[config.mk]
export PLATFORM = sky130hd
export DESIGN_NAME = shift_seq_ctrl
export DESIGN_NICKNAME = d
export VERILOG_FILES = /design/src/rtl/shift_seq_ctrl.sv
export SDC_FILE = /design/constraint.sdc
export NUM_CORES = 1
export LEC_CHECK = 0
export ABC_AREA = 1
export CORE_ASPECT_RATIO = 1.1
export CORE_MARGIN = 2
export CORE_UTILIZATION = 55
export CTS_CLUSTER_DIAMETER = 120
export DETAILED_ROUTE_END_ITERATION = 8
export GPL_TIMING_DRIVEN = 0
export PLACE_DENSITY = 0.82
export SYNTH_ARGS = -nofsm -noshare
export SYNTH_HDL_FRONTEND = slang
export SYNTH_SLANG_ARGS = --single-unit
[constraint.sdc]
create_clock -name clk -period 5.2 [get_ports clk]
set_clock_uncertainty 0.15 [all_clocks]
set_input_delay 1.04 -clock clk [delete_from_list [all_inputs] [get_ports clk]]
set_output_delay 1.04 -clock clk [all_outputs]
set_load 0.01 [all_outputs]
[src/rtl/shift_seq_ctrl.sv]
// Multi-pass shift sequencer: breaks a 0..15-bit shift into passes of at most
// MAX_STEP bits through a narrow shifter, with a start/busy/done handshake.
module shift_seq_ctrl #(
    parameter int WIDTH    = 8,
    parameter int SHAMT_W  = 4,
    parameter int MAX_STEP = 3
) (
    input  logic               clk,
    input  logic               reset,
    input  logic               start,
    input  logic [1:0]         op,
    input  logic [WIDTH-1:0]   d_in,
    input  logic [SHAMT_W-1:0] shamt,
    output logic               busy,
    output logic               done,
    output logic [WIDTH-1:0]   d_out
);

    localparam int STEP_W = $clog2(MAX_STEP + 1);

    typedef enum logic [1:0] {
        IDLE  = 2'd0,
        SHIFT = 2'd1,
        DONE  = 2'd2
    } state_t;

    typedef enum logic [1:0] {
        OP_LSL = 2'b00,
        OP_LSR = 2'b01,
        OP_ASR = 2'b10,
        OP_ROR = 2'b11
    } op_t;

    state_t             state_q, state_d;
    logic [WIDTH-1:0]   acc_q, acc_d;
    logic [SHAMT_W-1:0] rem_q, rem_d;
    op_t                op_q, op_d;
    logic [WIDTH-1:0]   dout_q, dout_d;

    logic [STEP_W-1:0]  step;
    logic [WIDTH-1:0]   shifted;

    // Step derives from the remaining amount so the last pass never overshoots.
    always_comb begin
        if (rem_q > SHAMT_W'(MAX_STEP)) step = STEP_W'(MAX_STEP);
        else                            step = rem_q[STEP_W-1:0];
    end

    always_comb begin
        logic [2*WIDTH-1:0] dbl;
        logic signed [WIDTH-1:0] sacc;
        dbl     = {acc_q, acc_q} >> step;
        sacc    = $signed(acc_q) >>> step;
        shifted = acc_q;
        case (op_q)
            OP_LSL:  shifted = acc_q << step;
            OP_LSR:  shifted = acc_q >> step;
            OP_ASR:  shifted = sacc;
            OP_ROR:  shifted = dbl[WIDTH-1:0];
            default: shifted = acc_q;
        endcase
    end

    always_comb begin
        state_d = state_q;
        acc_d   = acc_q;
        rem_d   = rem_q;
        op_d    = op_q;
        dout_d  = dout_q;
        case (state_q)
            IDLE: begin
                if (start) begin
                    acc_d = d_in;
                    rem_d = shamt;
                    op_d  = op_t'(op);
                    if (shamt == '0) begin
                        state_d = DONE;
                        dout_d  = d_in;
                    end else begin
                        state_d = SHIFT;
                    end
                end
            end
            SHIFT: begin
                acc_d = shifted;
                rem_d = rem_q - SHAMT_W'(step);
                if (rem_d == '0) begin
                    state_d = DONE;
                    dout_d  = shifted;
                end
            end
            DONE:    state_d = IDLE;
            default: state_d = IDLE;
        endcase
    end

    always_ff @(posedge clk) begin
        if (reset) begin
            state_q <= IDLE;
            acc_q   <= '0;
            rem_q   <= '0;
            op_q    <= OP_LSL;
            dout_q  <= '0;
        end else begin
            state_q <= state_d;
            acc_q   <= acc_d;
            rem_q   <= rem_d;
            op_q    <= op_d;
            dout_q  <= dout_d;
        end
    end

    assign busy  = (state_q != IDLE);
    assign done  = (state_q == DONE);
    assign d_out = dout_q;

endmodule

-- After elaboration in Yosys (flattened, before gate mapping)
Cells that the tools add are included.
- register bits: 24
- logic and storage cells: 43
- mux-type cells: 14
- add/subtract/negate cells: 1
- reductions and logical operators: 10
- shifts and indexed selects: 4
- $lt $le $gt $ge: 1
- equal/unequal tests: 8
- operators by type and width (cell ; number):
    two-way mux 8 bit ; 4
    case mux 8 bit (2 select lines) ; 2
    case mux 8 bit (4 select lines) ; 1
    right shift 16 x 2 -> 8 bit ; 1
    logical NOT 4 bit ; 2
    two-way mux 2 bit ; 4
    case mux 4 bit (2 select lines) ; 1
    left shift 8 x 2 -> 8 bit ; 1
    right shift 8 x 2 -> 8 bit ; 1
    >>> shifter 8 x 2 -> 8 bit ; 1
    == test 2 bit (second input constant) ; 3
    != test 2 bit (second input constant) ; 3
    AND reduction 2 bit ; 3
    == test 2 x 1 -> 1 bit (second input constant) ; 2
    greater-than comparator 4 x 2 -> 1 bit (second input constant) ; 1
    logical NOT 2 bit ; 2
    two-way mux 4 bit ; 1
    case mux 2 bit (2 select lines) ; 1
    AND reduction 4 bit ; 1
    nonzero test 2 bit ; 2
    subtractor 4 x 2 -> 4 bit ; 1

-- Longest topological paths before layout
Gate-level depths: netlist of run 1.
- depth after elaboration: 6
- mapped depth: 11

-- Worst setup path before layout of run 1
No wires, ideal clock.
- kind: in2reg
- start: input start
- end: register acc_q[0]
- arrival time: 1787 ps
- buffers on the path: 1
- cell stages on the path: 6
- library setup time: 109 ps
- slack: 3154 ps
- cells stage by stage: nand3_2 -> nand2_1 -> clkbuf_1 -> nand3_1 -> nand2_1 -> inv_1
- word-level cells in the longest chain between the ends: 2
- ends and longest elaborated chain (element ; line ; RTL):
    start, declared ; 10 ; input logic start,
    != test 2 bit (no source line) ; n/a ;
    AND reduction 2 bit (no source line) ; n/a ;
    end signal, assigned ; 100 ; acc_q <= '0;
    end signal, assigned ; 106 ; acc_q <= acc_d;
    end, declared ; 35 ; logic [WIDTH-1:0] acc_q, acc_d;
Every way passes these cells.
A chain may end at the register's enable or synchronous reset.

-- Worst setup path after layout of run 1
- start: register state_q[1]
- end: output done
- word-level cells in the longest chain between the ends: 1
- ends and longest elaborated chain (element ; line ; RTL):
    start, declared ; 34 ; state_t state_q, state_d;
    start signal, assigned ; 105 ; state_q <= state_d;
    == test 2 bit ; 114 ; assign done = (state_q == DONE);
    end, declared ; 15 ; output logic done,
Every way passes these cells.

==> results of run 1 <==
layer usage:
metal / GRT usage (%) / up-vias / wire [um]
li1: - / 925 / -
met5: 0 / - / 0
met3: 3.93 / 9 / 262
met1: 36.5 / 761 / 1990
met4: 11.2 / 0 / 69
met2: 43.2 / 58 / 1890
worst min-delay path: stages, from the launching register on:
cell	delay [ns]
dfxtp_1	0.33
inv_1	0.04
nand2_1	0.04
nand2_1	0.05
a21oi_1	0.03
path summary, 6_finish.rpt:
path / startpoint / end / cells past startpoint / slack, ns
max reg2reg: rem_q[2] / d_out[0] / 11 / 3.19
min reg2reg: d_out[1] / d_out[1] / 4 / 0.37
min: d_out[1] / d_out[1] / 4 / 0.37
max: state_q[1] / done / 3 / 2.58
sequential cells by signal (all words and copies together), names as in the netlist:
signal and flops:
op_q 2, state_q 2, acc_q 8, d_out 8, rem_q 4
through the flow:
stage | area (um^2) | std cells | power, mW
after floorplan | 1670 | 274 | 0.683
after global placement | 1970 | 333 | 0.826
after detailed placement | 1970 | 333 | 0.834
after CTS | 2000 | 337 | 0.933
after global routing | 2000 | 337 | 1.02
final | 2000 | 337 | 0.940
Yosys cell counts:
| cell | count |
|---|---|
| nand3b_1 | 1 |
| o22ai_1 | 2 |
| nand2_4 | 2 |
| inv_2 | 6 |
| nand2_1 | 93 |
| dfxtp_1 | 24 |
| buf_1 | 1 |
| clkbuf_1 | 3 |
| clkinv_1 | 1 |
| buf_2 | 3 |
| buf_6 | 2 |
| nand3_1 | 24 |
| xor2_1 | 1 |
| clkinv_2 | 1 |
| o21ai_0 | 12 |
| a21oi_1 | 18 |
| nand3_2 | 1 |
| nor2_2 | 1 |
| o21ai_1 | 3 |
| nand4_4 | 1 |
| nor2_1 | 23 |
| o221ai_1 | 1 |
| nand2_2 | 4 |
| inv_1 | 26 |
| or2_2 | 7 |
| a31oi_1 | 3 |
| o21ai_2 | 2 |
| nor2_4 | 5 |
| ha_1 | 1 |
| and2_1 | 2 |
area by class of cell:
class	count	area (um^2)
Timing Repair Buffer	26	260
Sequential cell	24	480
Fill cell	265	823
Multi-Input combinational cell	207	1000
Buffer	9	52.6
Inverter	34	129
Clock buffer	4	36.3
Tap cell	33	41.3
power by group through the flow:
stage	combinational [mW]	clock (mW)	sequential, mW
floorplan	0.411	0	0.272
global placement	0.555	0	0.271
detailed placement	0.562	0	0.272
CTS	0.564	0.101	0.267
global route	0.642	0.106	0.274
finish	0.571	0.101	0.268
layout by cell type, fill, tap and decap left out, types with 2 or more instances in the layout:
cell / n
a31oi_1: 3
inv_2: 6
clkdlybuf4s50_1: 26
buf_6: 2
inv_1: 26
nand2_2: 4
nand2_1: 93
clkbuf_4: 3
o21ai_1: 3
clkbuf_1: 3
or2_2: 7
nor2_1: 23
nand3_1: 24
and2_1: 2
nand2_4: 2
o21ai_0: 12
dfxtp_1: 24
o21ai_2: 2
nor2_4: 5
buf_2: 3
o22ai_1: 2
a21oi_1: 18
kinds of logic (layout without fill, tap and decap cells):
kind of cell | Yosys count | in the layout | synth area share (%)
simple gates | 164 | 164 | 45.6
buf+inv | 43 | 73 | 10.9
compound gates | 41 | 41 | 13.4
flops | 24 | 24 | 28.8
fa+ha+maj | 1 | 1 | 0.751
xor+xnor | 1 | 1 | 0.526
==> run_results.csv, run 1 <==
group,metric,value,unit
flow_run,max_cap_violations,0,
pwr,p_comb_share,60.7,%
worst_setup_path,crit_chain,"inv_1, nor2_1, clkdlybuf4s50_1",
floorplan,core,0.00283,mm^2
global_route,grt_usage,26.8,%
floorplan,ios,27,
timing,rsz0062_at_grt,"no",
routing,routed_wl,4.20,mm
routing,vias_per_cell,5.20,
synthesis,synth_seq_cells,24,
pwr,seq_power_share,28.5,%
pwr,powerDensity,469,mW/mm^2
timing,period_minus_slack,2.62,ns
synthesis,ys_seq_area_share,28.8,%
timing,clock.fmax,0.381,GHz
worst_setup_path,worstSetupPathType,"flop to output pin",
timing,tightest_slew,0.466,ns
timing,relSlewSlack,68.9,%
worst_setup_path,arrival,1.43,ns
clocking,cts_root_buf,"clkbuf_4",
finish,antennaDiodeCount,0,
pwr,ir_drop,0.000350,V
floorplan,fp.dieArea,0.00349,mm^2
synthesis,yosysTopAreaCell,"dfxtp_1",
clocking,clock_latency,0.33,ns
pwr,p_sw_share,47.9,%
finish,utilization,70.9,%
run_status,status,"finished, final reports clean",
routing,routedWlPerCell,12.5,um
worst_setup_path,worstPathMaxFanout,3,
synthesis,syn-num-nets,292,
clocking,cts_tree,"done",
worst_setup_path,critPathTopFamily,"buffers and inverters",
global_route,grt_overflow_total,0,
clocking,h-tree-depth,1,
timing,setup_viol,0,
synthesis,syn_avg_cell_area,6.08,um^2
worst_setup_path,crit_path_start_kind,"flop",
global_route,first_global_vias,1645,
synthesis,ys_warn_count,0,
global_route,grt_max_degree,14,
pwr,power.internal,0.490,mW
floorplan,die_y,61.7,um
synthesis,synthCells,274,
clocking,ctsLongestPathBuffers,2,
clocking,cts.sinks,24,
worst_setup_path,path_buf_inv,2,
clocking,cts_resized,0,
synthesis,synth.distinct_cells,30,
floorplan,rows,20,
floorplan,start_util,58.9,%
timing,tns,0,ns
pwr,power_switching,0.450,mW
worst_setup_path,slowest_stage,"clkdlybuf4s50_1",
place,port_buffers,26,
worst_setup_path,endpoint_kind,"output pin",
floorplan,fp.dieW,56.5,um
place,dp_worst_setup_slack,2.39,ns
worst_setup_path,crit_required,4.01,ns
routing,drtIter0Drc,136,
clocking,cts_hold_buffers,0,
routing,drc,0,
timing,timing.final.max_slew_violations,0,
routing,ant_nets,0,
global_route,antenna_found_initial,0,
synthesis,yosys-top-cells-area,"dfxtp_1, nand2_1, nand3_1",
clocking,cts_buffers,3,
pwr,p_leak,0.979,nW
finish,syn2layout_area_growth,20.3,%
timing,setup_slack,2.58,ns
synthesis,netlist_area,0.00167,mm^2
timing,hold_slack,0.374,ns
pwr,p_clk_share,10.8,%
clocking,post_cts_buffers,0,
timing,finalCritPeriodShare,50.5,%
timing,hold_viol_final,0,
worst_setup_path,slowest_delay,0.53,ns
clocking,clk_pin_slew,0.14,ns
global_route,grt_first_pass_wirelength,7.27,mm
worst_hold_path,min_path_type,"flop to flop",
place,gp_congestion,0.920,
finish,drive_gt1_share,12.8,%
place,dp_hpwl,3.33,mm
synthesis,yosys.area.top_type_share,28.8,%
routing,first_pass_iters,4,
finish,final_nets,323,
routing,vias,1753,
Power figures use the tool's default switching activity.
==> run 2, diff against run 1 <==
--- a/config.mk
+++ b/config.mk
@@ -8,11 +8,11 @@
 export ABC_AREA = 1
 export CORE_ASPECT_RATIO = 1.1
 export CORE_MARGIN = 2
-export CORE_UTILIZATION = 55
+export CORE_UTILIZATION = 53
 export CTS_CLUSTER_DIAMETER = 120
 export DETAILED_ROUTE_END_ITERATION = 8
 export GPL_TIMING_DRIVEN = 0
-export PLACE_DENSITY = 0.82
+export PLACE_DENSITY = 0.79
 export SYNTH_ARGS = -nofsm -noshare
 export SYNTH_HDL_FRONTEND = slang
 export SYNTH_SLANG_ARGS = --single-unit
==> constraint.sdc (replaced) <==
create_clock -name clk -period 2.5 [get_ports clk]
set_clock_uncertainty 0.15 [all_clocks]
set_input_delay 0.5 -clock clk [delete_from_list [all_inputs] [get_ports clk]]
set_output_delay 0.5 -clock clk [all_outputs]
set_load 0.01 [all_outputs]
==> run 2 against run 1 <==
Sequential share of layout area up 0.15 points. Routed wire length down 2.3%. Global-route usage down 3.2 points. First-iteration DRC count down 2.2%. Total power up 100%. Die area up 3.5%. Flip-flop and latch count unchanged. Count of clock-buffer cells in the layout down 1. Register-to-register slack worse by 2.7 ns. Critical path depth unchanged.
==> run_results.csv, run 2 (same netlist as run 1, synthesis figures left out) <==
group,metric,value,unit
worst_setup_path,crit_required,1.85,ns
timing,timing.final.max_slew_violations,0,
clocking,post_cts_buffers,0,
routing,routed_wl,4.11,mm
routing,ant_nets,0,
finish,drive_gt1_share,12.5,%
floorplan,ios,27,
global_route,grt_max_degree,13,
routing,vias,1761,
worst_setup_path,regToRegStartpoint,"rem_q[2]",
clocking,cts_hold_buffers,0,
flow_run,max_cap_violations,0,
worst_setup_path,endpoint_kind,"output pin",
clocking,cts.sinks,24,
timing,period_minus_slack,2.12,ns
timing,hold_viol_final,0,
timing,rsz0062_at_grt,"no",
clocking,cts_resized,0,
finish,final_nets,323,
finish,syn2layout_area_growth,19.5,%
finish,utilization,65.9,%
worst_hold_path,hold_depth,4,
worst_setup_path,worstPathMaxFanout,3,
run_status,status,"finished, final reports clean",
place,port_buffers,26,
timing,tns,0,ns
timing,relSlewSlack,70.5,%
clocking,clock_latency,0.31,ns
floorplan,fp.dieArea,0.00361,mm^2
finish,antennaDiodeCount,0,
worst_setup_path,arrival,1.47,ns
floorplan,rows,21,
clocking,h-tree-depth,1,
worst_hold_path,hold_end,"d_out[6]",
floorplan,start_util,55.2,%
global_route,busiest_layer,"met1",
worst_setup_path,crit_chain,"inv_1, nor2_1, clkdlybuf4s50_1",
clocking,cts_root_buf,"clkbuf_4",
place,dp_worst_setup_slack,0.266,ns
pwr,p_leak,0.972,nW
worst_setup_path,slowest_delay,0.56,ns
routing,routedWlPerCell,12.2,um
pwr,ir_drop,0.000586,V
clocking,ctsLongestPathBuffers,2,
timing,clock.fmax,0.472,GHz
timing,tightest_slew,0.443,ns
global_route,grt_first_pass_wirelength,6.78,mm
global_route,use_met3,3.52,%
routing,drc,0,
worst_setup_path,r2r_cells,11,
worst_setup_path,slowest_stage,"clkdlybuf4s50_1",
global_route,use_met1,35.1,%
worst_setup_path,crit_path_start_kind,"flop",
global_route,first_global_vias,1484,
finish,design_area,0.00199,mm^2
global_route,use_met2,34.7,%
clocking,cts_buffers,3,
place,dp_hpwl,3.20,mm
finish,layout_common_cells,"nand2_1, inv_1, clkdlybuf4s50_1, nand3_1, dfxtp_1",
worst_setup_path,rrSetupSlack,0.51,ns
timing,hold_slack,0.377,ns
pwr,powerDensity,957,mW/mm^2
finish,layout_commonest_cell,"nand2_1",
floorplan,die_y,62.8,um
floorplan,fp.dieW,57.5,um
global_route,grt_usage,23.6,%
place,gp_congestion,0.992,
place,post_dp_cell_area,0.00197,mm^2
worst_hold_path,min_path_type,"flop to flop",
routing,vias_per_cell,5.23,
global_route,antenna_found_initial,0,
timing,finalCritPeriodShare,84.7,%
worst_hold_path,min_from,"d_out[6]",
timing,setup_slack,0.383,ns
routing,first_pass_iters,4,
worst_setup_path,worstReg2RegEnd,"d_out[0]",
worst_setup_path,worstSetupPathType,"flop to output pin",
clocking,cts_tree,"done",
floorplan,core,0.00302,mm^2
timing,setup_viol,0,
routing,drtIter0Drc,133,
clocking,clk_pin_slew,0.13,ns
global_route,grt_overflow_total,0,
## run 2: changes by cell type in the layout (fill, tap and decap cells not counted)
cell      delta
clkbuf_8     -1
## run 2: layer usage
| layer | wire, um | part of all wire, % |
|---|---|---|
| met3 | 242 | 5.9 |
| met4 | 38 | 0.92 |
| met1 | 1970 | 48 |
| met2 | 1860 | 45 |
| met5 | 0 | 0 |
## run 2: report_power, final
group,leakage [nW],switching (mW),internal [mW],total [mW]
Combinational,0.760,0.727,0.448,1.18
Sequential,0.198,0.0784,0.483,0.561
Clock,0.0138,0.113,0.0564,0.169
Total,0.972,0.919,0.987,1.91
## run 2: worst max-delay path by stage
stage / endpoint / start / depth (start not counted) / slack, ns
after global placement: acc_q[0] / start / 7 / 0.26
after CTS: done / state_q[1] / 3 / 0.38
after detailed placement: acc_q[0] / start / 7 / 0.27
after floorplan: d_out[0] / rem_q[2] / 11 / 0.76
final: done / state_q[1] / 3 / 0.38
after global routing: d_out[0] / rem_q[2] / 11 / 0.31
## run 2: layout make-up
| type | instances | area (um^2) |
|---|---|---|
| fillers | 288 | 1030 |
| multi-input cells | 207 | 1000 |
| flip-flops and latches | 24 | 480 |
| repair buffers | 26 | 260 |
| inverters | 34 | 129 |
| plain buffers | 9 | 52.6 |
| well taps | 34 | 42.5 |
| clock buffers | 3 | 22.5 |
## run 2: critical path: cells and delay by family, from the launching register on
family / cells / cell delay [ns]
AND/OR/NAND/NOR: 1 / 0.11
buffers and inverters: 2 / 0.66
flip-flops: 1 / 0.39
## run 2: per-stage QoR
| stage | cells | total power, mW |
|---|---|---|
| global route | 337 | 2.08 |
| floorplan | 274 | 1.42 |
| detailed placement | 334 | 1.73 |
| finish | 337 | 1.91 |
| global placement | 334 | 1.72 |
| CTS | 337 | 1.90 |
